<file path="src/rtl/msrv32_trap_pkg.sv">
// Shared encodings for the machine-mode trap sequencer.
// Optional WFI stall state is enabled by MSRV32_WFI_STALL_EN.
package msrv32_trap_pkg;

`ifdef MSRV32_WFI_STALL_EN
    typedef enum logic [2:0] {
        ST_RESET       = 3'd0,
        ST_OPERATING   = 3'd1,
        ST_TRAP_TAKEN  = 3'd2,
        ST_TRAP_RETURN = 3'd3,
        ST_WAIT_IRQ    = 3'd4
    } state_e;
`else
    typedef enum logic [1:0] {
        ST_RESET       = 2'd0,
        ST_OPERATING   = 2'd1,
        ST_TRAP_TAKEN  = 2'd2,
        ST_TRAP_RETURN = 2'd3
    } state_e;
`endif

    localparam logic [1:0] PC_BOOT = 2'b00;
    localparam logic [1:0] PC_EPC  = 2'b01;
    localparam logic [1:0] PC_TRAP = 2'b10;
    localparam logic [1:0] PC_NEXT = 2'b11;

    localparam logic [3:0] CAUSE_INSTR_MISALIGN = 4'd0;
    localparam logic [3:0] CAUSE_ILLEGAL        = 4'd2;
    localparam logic [3:0] CAUSE_BREAK          = 4'd3;
    localparam logic [3:0] CAUSE_LOAD_MISALIGN  = 4'd4;
    localparam logic [3:0] CAUSE_STORE_MISALIGN = 4'd6;
    localparam logic [3:0] CAUSE_ECALL_M        = 4'd11;

    localparam logic [3:0] IRQ_SW    = 4'd3;
    localparam logic [3:0] IRQ_TIMER = 4'd7;
    localparam logic [3:0] IRQ_EXT   = 4'd11;

endpackage

</file>
<file path="src/rtl/msrv32_trap_cause_enc.sv">
// Combinational trap priority encoder: enabled interrupts first, then exceptions.
// Independent of MSRV32_WFI_STALL_EN.
module msrv32_trap_cause_enc
    import msrv32_trap_pkg::*;
(
    input  logic       mie_i,
    input  logic       meie_i,
    input  logic       mtie_i,
    input  logic       msie_i,
    input  logic       meip_i,
    input  logic       mtip_i,
    input  logic       msip_i,
    input  logic       illegal_i,
    input  logic       misaligned_instr_i,
    input  logic       misaligned_load_i,
    input  logic       misaligned_store_i,
    input  logic       ecall_i,
    input  logic       ebreak_i,
    output logic       valid_o,
    output logic       i_or_e_o,
    output logic [3:0] cause_o
);

    always_comb begin
        valid_o  = 1'b1;
        i_or_e_o = 1'b0;
        cause_o  = CAUSE_INSTR_MISALIGN;
        if (mie_i && meie_i && meip_i) begin
            i_or_e_o = 1'b1;
            cause_o  = IRQ_EXT;
        end else if (mie_i && msie_i && msip_i) begin
            i_or_e_o = 1'b1;
            cause_o  = IRQ_SW;
        end else if (mie_i && mtie_i && mtip_i) begin
            i_or_e_o = 1'b1;
            cause_o  = IRQ_TIMER;
        end else if (misaligned_instr_i) begin
            cause_o = CAUSE_INSTR_MISALIGN;
        end else if (illegal_i) begin
            cause_o = CAUSE_ILLEGAL;
        end else if (ebreak_i) begin
            cause_o = CAUSE_BREAK;
        end else if (ecall_i) begin
            cause_o = CAUSE_ECALL_M;
        end else if (misaligned_load_i) begin
            cause_o = CAUSE_LOAD_MISALIGN;
        end else if (misaligned_store_i) begin
            cause_o = CAUSE_STORE_MISALIGN;
        end else begin
            valid_o = 1'b0;
        end
    end

endmodule

</file>
<file path="src/rtl/msrv32_trap_ctrl.sv">
// Machine-mode trap entry / MRET sequencer driving CSR updates and PC source.
// Define MSRV32_WFI_STALL_EN to add the wfi_in/stall_out ports and WAIT_IRQ state.
//
//   state          | meaning
//   ST_RESET       | boot hold: PC from boot vector, pipeline flushed
//   ST_OPERATING   | normal execution, traps and MRET accepted
//   ST_TRAP_TAKEN  | one cycle: write mepc/mcause, clear MIE, jump to vector
//   ST_TRAP_RETURN | one cycle: restore MIE, jump to mepc
//   ST_WAIT_IRQ    | (WFI build only) PC stalled until an enabled irq pends
module msrv32_trap_ctrl
    import msrv32_trap_pkg::*;
#(
    parameter int BOOT_HOLD_CYCLES = 1
) (
    input  logic       ms_riscv32_mp_clk_in,
    input  logic       ms_riscv32_mp_rst_n_in,
    input  logic       illegal_instr_in,
    input  logic       misaligned_instr_in,
    input  logic       misaligned_load_in,
    input  logic       misaligned_store_in,
    input  logic       ecall_in,
    input  logic       ebreak_in,
    input  logic       mret_in,
    input  logic       mie_in,
    input  logic       meie_in,
    input  logic       mtie_in,
    input  logic       msie_in,
    input  logic       meip_in,
    input  logic       mtip_in,
    input  logic       msip_in,
`ifdef MSRV32_WFI_STALL_EN
    input  logic       wfi_in,
    output logic       stall_out,
`endif
    output logic       trap_taken_out,
    output logic       set_epc_out,
    output logic       set_cause_out,
    output logic [3:0] cause_out,
    output logic       i_or_e_out,
    output logic       mie_clear_out,
    output logic       mie_set_out,
    output logic [1:0] pc_src_out,
    output logic       flush_out,
    output logic       instret_inc_out
);

    localparam logic [3:0] HOLD_LAST = 4'(BOOT_HOLD_CYCLES - 1);

    state_e     state_q, state_d;
    logic [3:0] hold_q, hold_d;
    logic [3:0] cause_q, cause_d;
    logic       i_or_e_q, i_or_e_d;

    logic       enc_valid;
    logic       enc_i_or_e;
    logic [3:0] enc_cause;

    msrv32_trap_cause_enc u_cause_enc (
        .mie_i              (mie_in),
        .meie_i             (meie_in),
        .mtie_i             (mtie_in),
        .msie_i             (msie_in),
        .meip_i             (meip_in),
        .mtip_i             (mtip_in),
        .msip_i             (msip_in),
        .illegal_i          (illegal_instr_in),
        .misaligned_instr_i (misaligned_instr_in),
        .misaligned_load_i  (misaligned_load_in),
        .misaligned_store_i (misaligned_store_in),
        .ecall_i            (ecall_in),
        .ebreak_i           (ebreak_in),
        .valid_o            (enc_valid),
        .i_or_e_o           (enc_i_or_e),
        .cause_o            (enc_cause)
    );

    always_ff @(posedge ms_riscv32_mp_clk_in or negedge ms_riscv32_mp_rst_n_in) begin
        if (!ms_riscv32_mp_rst_n_in) begin
            state_q  <= ST_RESET;
            hold_q   <= 4'd0;
            cause_q  <= 4'd0;
            i_or_e_q <= 1'b0;
        end else begin
            state_q  <= state_d;
            hold_q   <= hold_d;
            cause_q  <= cause_d;
            i_or_e_q <= i_or_e_d;
        end
    end

    always_comb begin
        state_d         = state_q;
        hold_d          = hold_q;
        cause_d         = cause_q;
        i_or_e_d        = i_or_e_q;
        trap_taken_out  = 1'b0;
        set_epc_out     = 1'b0;
        set_cause_out   = 1'b0;
        mie_clear_out   = 1'b0;
        mie_set_out     = 1'b0;
        pc_src_out      = PC_BOOT;
        flush_out       = 1'b1;
        instret_inc_out = 1'b0;
`ifdef MSRV32_WFI_STALL_EN
        stall_out       = 1'b0;
`endif
        case (state_q)
            ST_RESET: begin
                hold_d = hold_q + 4'd1;
                if (hold_q == HOLD_LAST) begin
                    hold_d  = 4'd0;
                    state_d = ST_OPERATING;
                end
            end
            ST_OPERATING: begin
                pc_src_out = PC_NEXT;
                flush_out  = 1'b0;
                // A trap wins over a simultaneous MRET (and WFI).
                if (enc_valid) begin
                    trap_taken_out = 1'b1;
                    cause_d        = enc_cause;
                    i_or_e_d       = enc_i_or_e;
                    state_d        = ST_TRAP_TAKEN;
                end else begin
                    instret_inc_out = 1'b1;
                    if (mret_in) begin
                        state_d = ST_TRAP_RETURN;
`ifdef MSRV32_WFI_STALL_EN
                    end else if (wfi_in) begin
                        state_d = ST_WAIT_IRQ;
`endif
                    end
                end
            end
            ST_TRAP_TAKEN: begin
                set_epc_out   = 1'b1;
                set_cause_out = 1'b1;
                mie_clear_out = 1'b1;
                pc_src_out    = PC_TRAP;
                state_d       = ST_OPERATING;
            end
            ST_TRAP_RETURN: begin
                mie_set_out = 1'b1;
                pc_src_out  = PC_EPC;
                state_d     = ST_OPERATING;
            end
`ifdef MSRV32_WFI_STALL_EN
            ST_WAIT_IRQ: begin
                pc_src_out = PC_NEXT;
                flush_out  = 1'b0;
                stall_out  = 1'b1;
                // Wake ignores mstatus.MIE; the trap itself still needs it.
                if ((meie_in && meip_in) || (msie_in && msip_in) || (mtie_in && mtip_in))
                    state_d = ST_OPERATING;
            end
`endif
            default: state_d = ST_RESET;
        endcase
    end

    assign cause_out  = cause_q;
    assign i_or_e_out = i_or_e_q;

endmodule

</file>
<file path="config.mk">
export PLATFORM = sky130hd
export DESIGN_NAME = msrv32_trap_ctrl
export DESIGN_NICKNAME = d
export VERILOG_FILES = /design/src/rtl/msrv32_trap_pkg.sv /design/src/rtl/msrv32_trap_cause_enc.sv /design/src/rtl/msrv32_trap_ctrl.sv
export SDC_FILE = /design/constraint.sdc
export NUM_CORES = 1
export LEC_CHECK = 0
export CORE_MARGIN = 3
export CORE_UTILIZATION = 35
export DETAILED_ROUTE_END_ITERATION = 10
export GPL_TIMING_DRIVEN = 0
export PLACE_DENSITY_LB_ADDON = 0.3
export RECOVER_POWER = 25
export SYNTH_ARGS = -nofsm -noshare
export SYNTH_HDL_FRONTEND = slang
export SYNTH_HIERARCHICAL = 1
export SYNTH_SLANG_ARGS = --single-unit
</file>
<file path="constraint.sdc">
create_clock -name ms_riscv32_mp_clk_in -period 4 [get_ports ms_riscv32_mp_clk_in]
set_input_delay 0.4 -clock ms_riscv32_mp_clk_in [delete_from_list [all_inputs] [get_ports ms_riscv32_mp_clk_in]]
set_output_delay 0.4 -clock ms_riscv32_mp_clk_in [all_outputs]
set_load 0.005 [all_outputs]
</file>
==> insert_results.sql <==
INSERT INTO impl_metrics (metric_group, metric, value, unit) VALUES
('logic_synthesis', 'post_synth.cell_area_avg', '10.05', 'sq um'),
('power', 'pwr_per_cell_area', '223.9', 'nW/um^2'),
('global_route', 'antenna_found_initial', '0', ''),
('power', 'design_power_total', '0.2353', 'mW'),
('logic_synthesis', 'netlist.area_leader.share', '0.3915', ''),
('placement', 'gp_congestion', '0.7323', ''),
('cells_and_area', 'antenna_diode_count', '0', ''),
('detailed_routing', 'drt_first_iter_violations', '9', ''),
('worst_setup_path', 'cp-start-kind', 'input port', ''),
('cells_and_area', 'finalInstanceArea', '1051', 'sq um'),
('global_route', 'first_global_vias', '564', ''),
('sta', 'post-route-period-util', '0.6851', ''),
('clock_tree', 'cts_made_buffers', '3', ''),
('worst_setup_path', 'crit_type', 'input port to output pin', ''),
('sta', 'maxSlewHeadroom', '0.6808', ''),
('logic_synthesis', 'synth_cell_types', '30', ''),
('detailed_routing', 'ant_nets', '0', ''),
('global_route', 'groute.layer.met3.usage', '0.03207', ''),
('floorplanning', 'floorplan.initialDensity', '0.3903', ''),
('clock_tree', 'cts_setup_buffers', '0', ''),
('floorplanning', 'design.core.area', '1802', 'sq um'),
('worst_setup_path', 'timing.rr.end', 'state_q[0]', ''),
('sta', 'report.final.slew_viol_count', '0', ''),
('worst_setup_path', 'cp-startpoint', 'msip_in', ''),
('cells_and_area', 'area_growth_syn_to_layout', '49.47', '%'),
('hold_path', 'hold_path_startpoint', 'hold_q[3]', ''),
('hold_path', 'min-delay-path-class', 'register to register', ''),
('cells_and_area', 'fraction_of_final_layout_cells_sized_beyond_drive_strength_1', '0.1359', ''),
('floorplanning', 'ioPinCount', '30', ''),
('detailed_routing', 'drt_first_pass_iters', '4', ''),
('power', 'leakage', '0.4918', 'nW'),
('floorplanning', 'fp-row-count', '15', ''),
('logic_synthesis', 'post_synth_inst_count', '70', ''),
('worst_setup_path', 'setup.reg_to_reg.worst_slack', '2.51', 'ns'),
('worst_setup_path', 'regToRegStartpoint', 'hold_q[0]', ''),
('global_route', 'grt_first_pass_wirelength', '2.401', 'mm'),
('detailed_routing', 'route.final.wire_length', '1.497', 'mm'),
('worst_setup_path', 'cp_data_required_time', '3.60', 'ns'),
('logic_synthesis', 'yosys_top_cell_by_area', 'sky130_fd_sc_hd__dfrtp_1', ''),
('worst_setup_path', 'worstRegToRegCells', '5', ''),
('floorplanning', 'chip_width', '50.82', 'um'),
('sta', 'maxClockFrequency', '0.3649', 'GHz'),
('logic_synthesis', 'yosys_most_used_dff', 'sky130_fd_sc_hd__dfrtp_1', ''),
('detailed_routing', 'drc', '0', ''),
('sta', 'rsz0062_at_grt', 'no', ''),
('clock_tree', 'cts_sinks', '11', ''),
('clock_tree', 'htreeDepth', '1', ''),
('logic_synthesis', 'synth.yosys.seq_area_share', '0.3915', ''),
('logic_synthesis', 'yosys-top-cells-area', 'sky130_fd_sc_hd__dfrtp_1 39%, sky130_fd_sc_hd__ha_1 12%, sky130_fd_sc_hd__mux2_2 8.0%', ''),
('sta', 'final-hold-violation-count', '0', ''),
('clock_tree', 'tritoncts', 'yes', ''),
('detailed_routing', 'avgViaCountPerCell', '4.898', ''),
('clock_tree', 'resized_gates_after_cts', '0', ''),
('logic_synthesis', 'synthesis.nets', '93', ''),
('power', 'max-vdd-ir-drop', '154.6', 'uV'),
('clock_tree', 'clk_pin_slew_worst_paths', '0.07', 'ns'),
('global_route', 'use_met2', '0.1957', ''),
('global_route', 'grt.met1_usage', '0.1593', ''),
('logic_synthesis', 'yosys.cell_count.top_type', 'sky130_fd_sc_hd__dfrtp_1', ''),
('cells_and_area', 'nets', '127', ''),
('sta', 'tightestPinTransition', '0.4772', 'ns'),
('logic_synthesis', 'netlist_area', '703.2', 'sq um'),
('worst_setup_path', 'critPathArrivalTime', '2.34', 'ns'),
('logic_synthesis', 'synth_async_sr_flop_share', '1.000', ''),
('logic_synthesis', 'number_of_enable_type_register_cells_in_the_synthesized_netlist', '0', ''),
('clock_tree', 'worst_skew_pair_later_pin_latency', '0.27', 'ns'),
('global_route', 'gr-max-usage-layer', 'met2', ''),
('floorplanning', 'die_y', '50.82', 'um'),
('sta', 'fin_setup_tns', '0', 'ns'),
('clock_tree', 'cts-root-to-sink-buffers', '2', ''),
('outcome', 'outcome', 'complete, no violations', '');
state kept, by name (all words and copies together) (netlist names):
signal and count:
cause_out 4, hold_q 4, i_or_e_out 1, state_q 2
layer usage:
layer | part of all wire | vias to the layer above
li1 | - | 316
met1 | 0.46 | 287
met2 | 0.46 | 20
met3 | 0.055 | 4
met4 | 0.025 | 0
met5 | 0 | -
cells in the final DEF, fill, tap and decap left out:
master                            instances
sky130_fd_sc_hd__a22oi_1                  1
sky130_fd_sc_hd__buf_6                    1
sky130_fd_sc_hd__a21oi_1                  2
sky130_fd_sc_hd__inv_1                    8
sky130_fd_sc_hd__a2111oi_0                1
sky130_fd_sc_hd__a21o_2                   1
sky130_fd_sc_hd__nor2b_1                  1
sky130_fd_sc_hd__clkdlybuf4s50_1         28
sky130_fd_sc_hd__dlygate4sd3_1            1
sky130_fd_sc_hd__nor3_1                   1
sky130_fd_sc_hd__clkbuf_4                 3
sky130_fd_sc_hd__clkbuf_1                 1
sky130_fd_sc_hd__or3b_4                   1
sky130_fd_sc_hd__a22oi_2                  1
sky130_fd_sc_hd__mux2_2                   5
sky130_fd_sc_hd__a32o_1                   1
sky130_fd_sc_hd__or4b_1                   1
sky130_fd_sc_hd__o31ai_1                  1
sky130_fd_sc_hd__o21ai_0                  3
sky130_fd_sc_hd__buf_4                    2
sky130_fd_sc_hd__nand3_1                  3
sky130_fd_sc_hd__o21ai_1                  1
sky130_fd_sc_hd__nor4_1                   1
sky130_fd_sc_hd__a21boi_1                 1
sky130_fd_sc_hd__a22o_1                   1
sky130_fd_sc_hd__xnor2_1                  1
sky130_fd_sc_hd__a31oi_1                  1
sky130_fd_sc_hd__dfrtp_1                 11
sky130_fd_sc_hd__a21o_1                   1
sky130_fd_sc_hd__mux2i_1                  1
sky130_fd_sc_hd__ha_1                     7
sky130_fd_sc_hd__nand2_1                  3
sky130_fd_sc_hd__nand4_1                  1
sky130_fd_sc_hd__nor2_1                   6
through the flow:
stage / instances / worst slack (ns) / hold slack, ns / util
2_1_floorplan: 70 / 2.348 / 0.1044 / -
3_3_place_gp: 124 / 1.275 / 0.4861 / 0.5688
3_5_place_dp: 124 / 1.273 / 0.4968 / 0.5688
4_1_cts: 128 / 1.264 / 0.4623 / 0.5833
5_1_grt: 128 / 1.113 / 0.5247 / 0.5833
6_report: 128 / 1.259 / 0.5085 / 0.5833
worst min path at each step:
stage               slack (ns)  cells past startpoint      endpoint
floorplan                 0.10                      0  cause_out[0]
global placement          0.49                      1     hold_q[3]
detailed placement        0.50                      1  cause_out[1]
CTS                       0.46                      1  cause_out[3]
global route              0.52                      1  cause_out[1]
finish                    0.51                      1     hold_q[3]
power breakdown:
group	internal (mW)	switching [mW]
registers	0.115	0.00183
logic	0.0262	0.0135
clock network	0.0387	0.0399
cells by family (layout without fill, tap and decap cells):
logic type                 after synthesis  after routing  synth area share
xor gates and xnor gates                 1              1           0.01246
muxes                                    6              6           0.09430
DFF                                     11             11            0.3915
buffers and inverters                   11             44           0.08007
and+or+nand+nor                         18             18            0.1335
AOI/OAI and AO/OA                       16             16            0.1637
adders and majority gates                7              7            0.1245
critical path, cell delays in order:
cell	delay, ns
sky130_fd_sc_hd__clkdlybuf4s50_1	0.42
sky130_fd_sc_hd__a22o_1	0.25
sky130_fd_sc_hd__a21boi_1	0.29
sky130_fd_sc_hd__nand3_1	0.18
sky130_fd_sc_hd__nand2_1	0.25
sky130_fd_sc_hd__inv_1	0.10
sky130_fd_sc_hd__clkdlybuf4s50_1	0.45
cell type report:
| type | count | area [sq um] |
|---|---|---|
| tap | 25 | 31.28 |
| clock buffer | 4 | 26.28 |
| sequential | 11 | 275.3 |
| inverter | 8 | 30.03 |
| timing repair buffer | 29 | 290.3 |
| multi-input combinational | 48 | 371.6 |
| buffer | 3 | 26.28 |
| fill | 164 | 750.7 |
(Power assumes the default switching activity.)
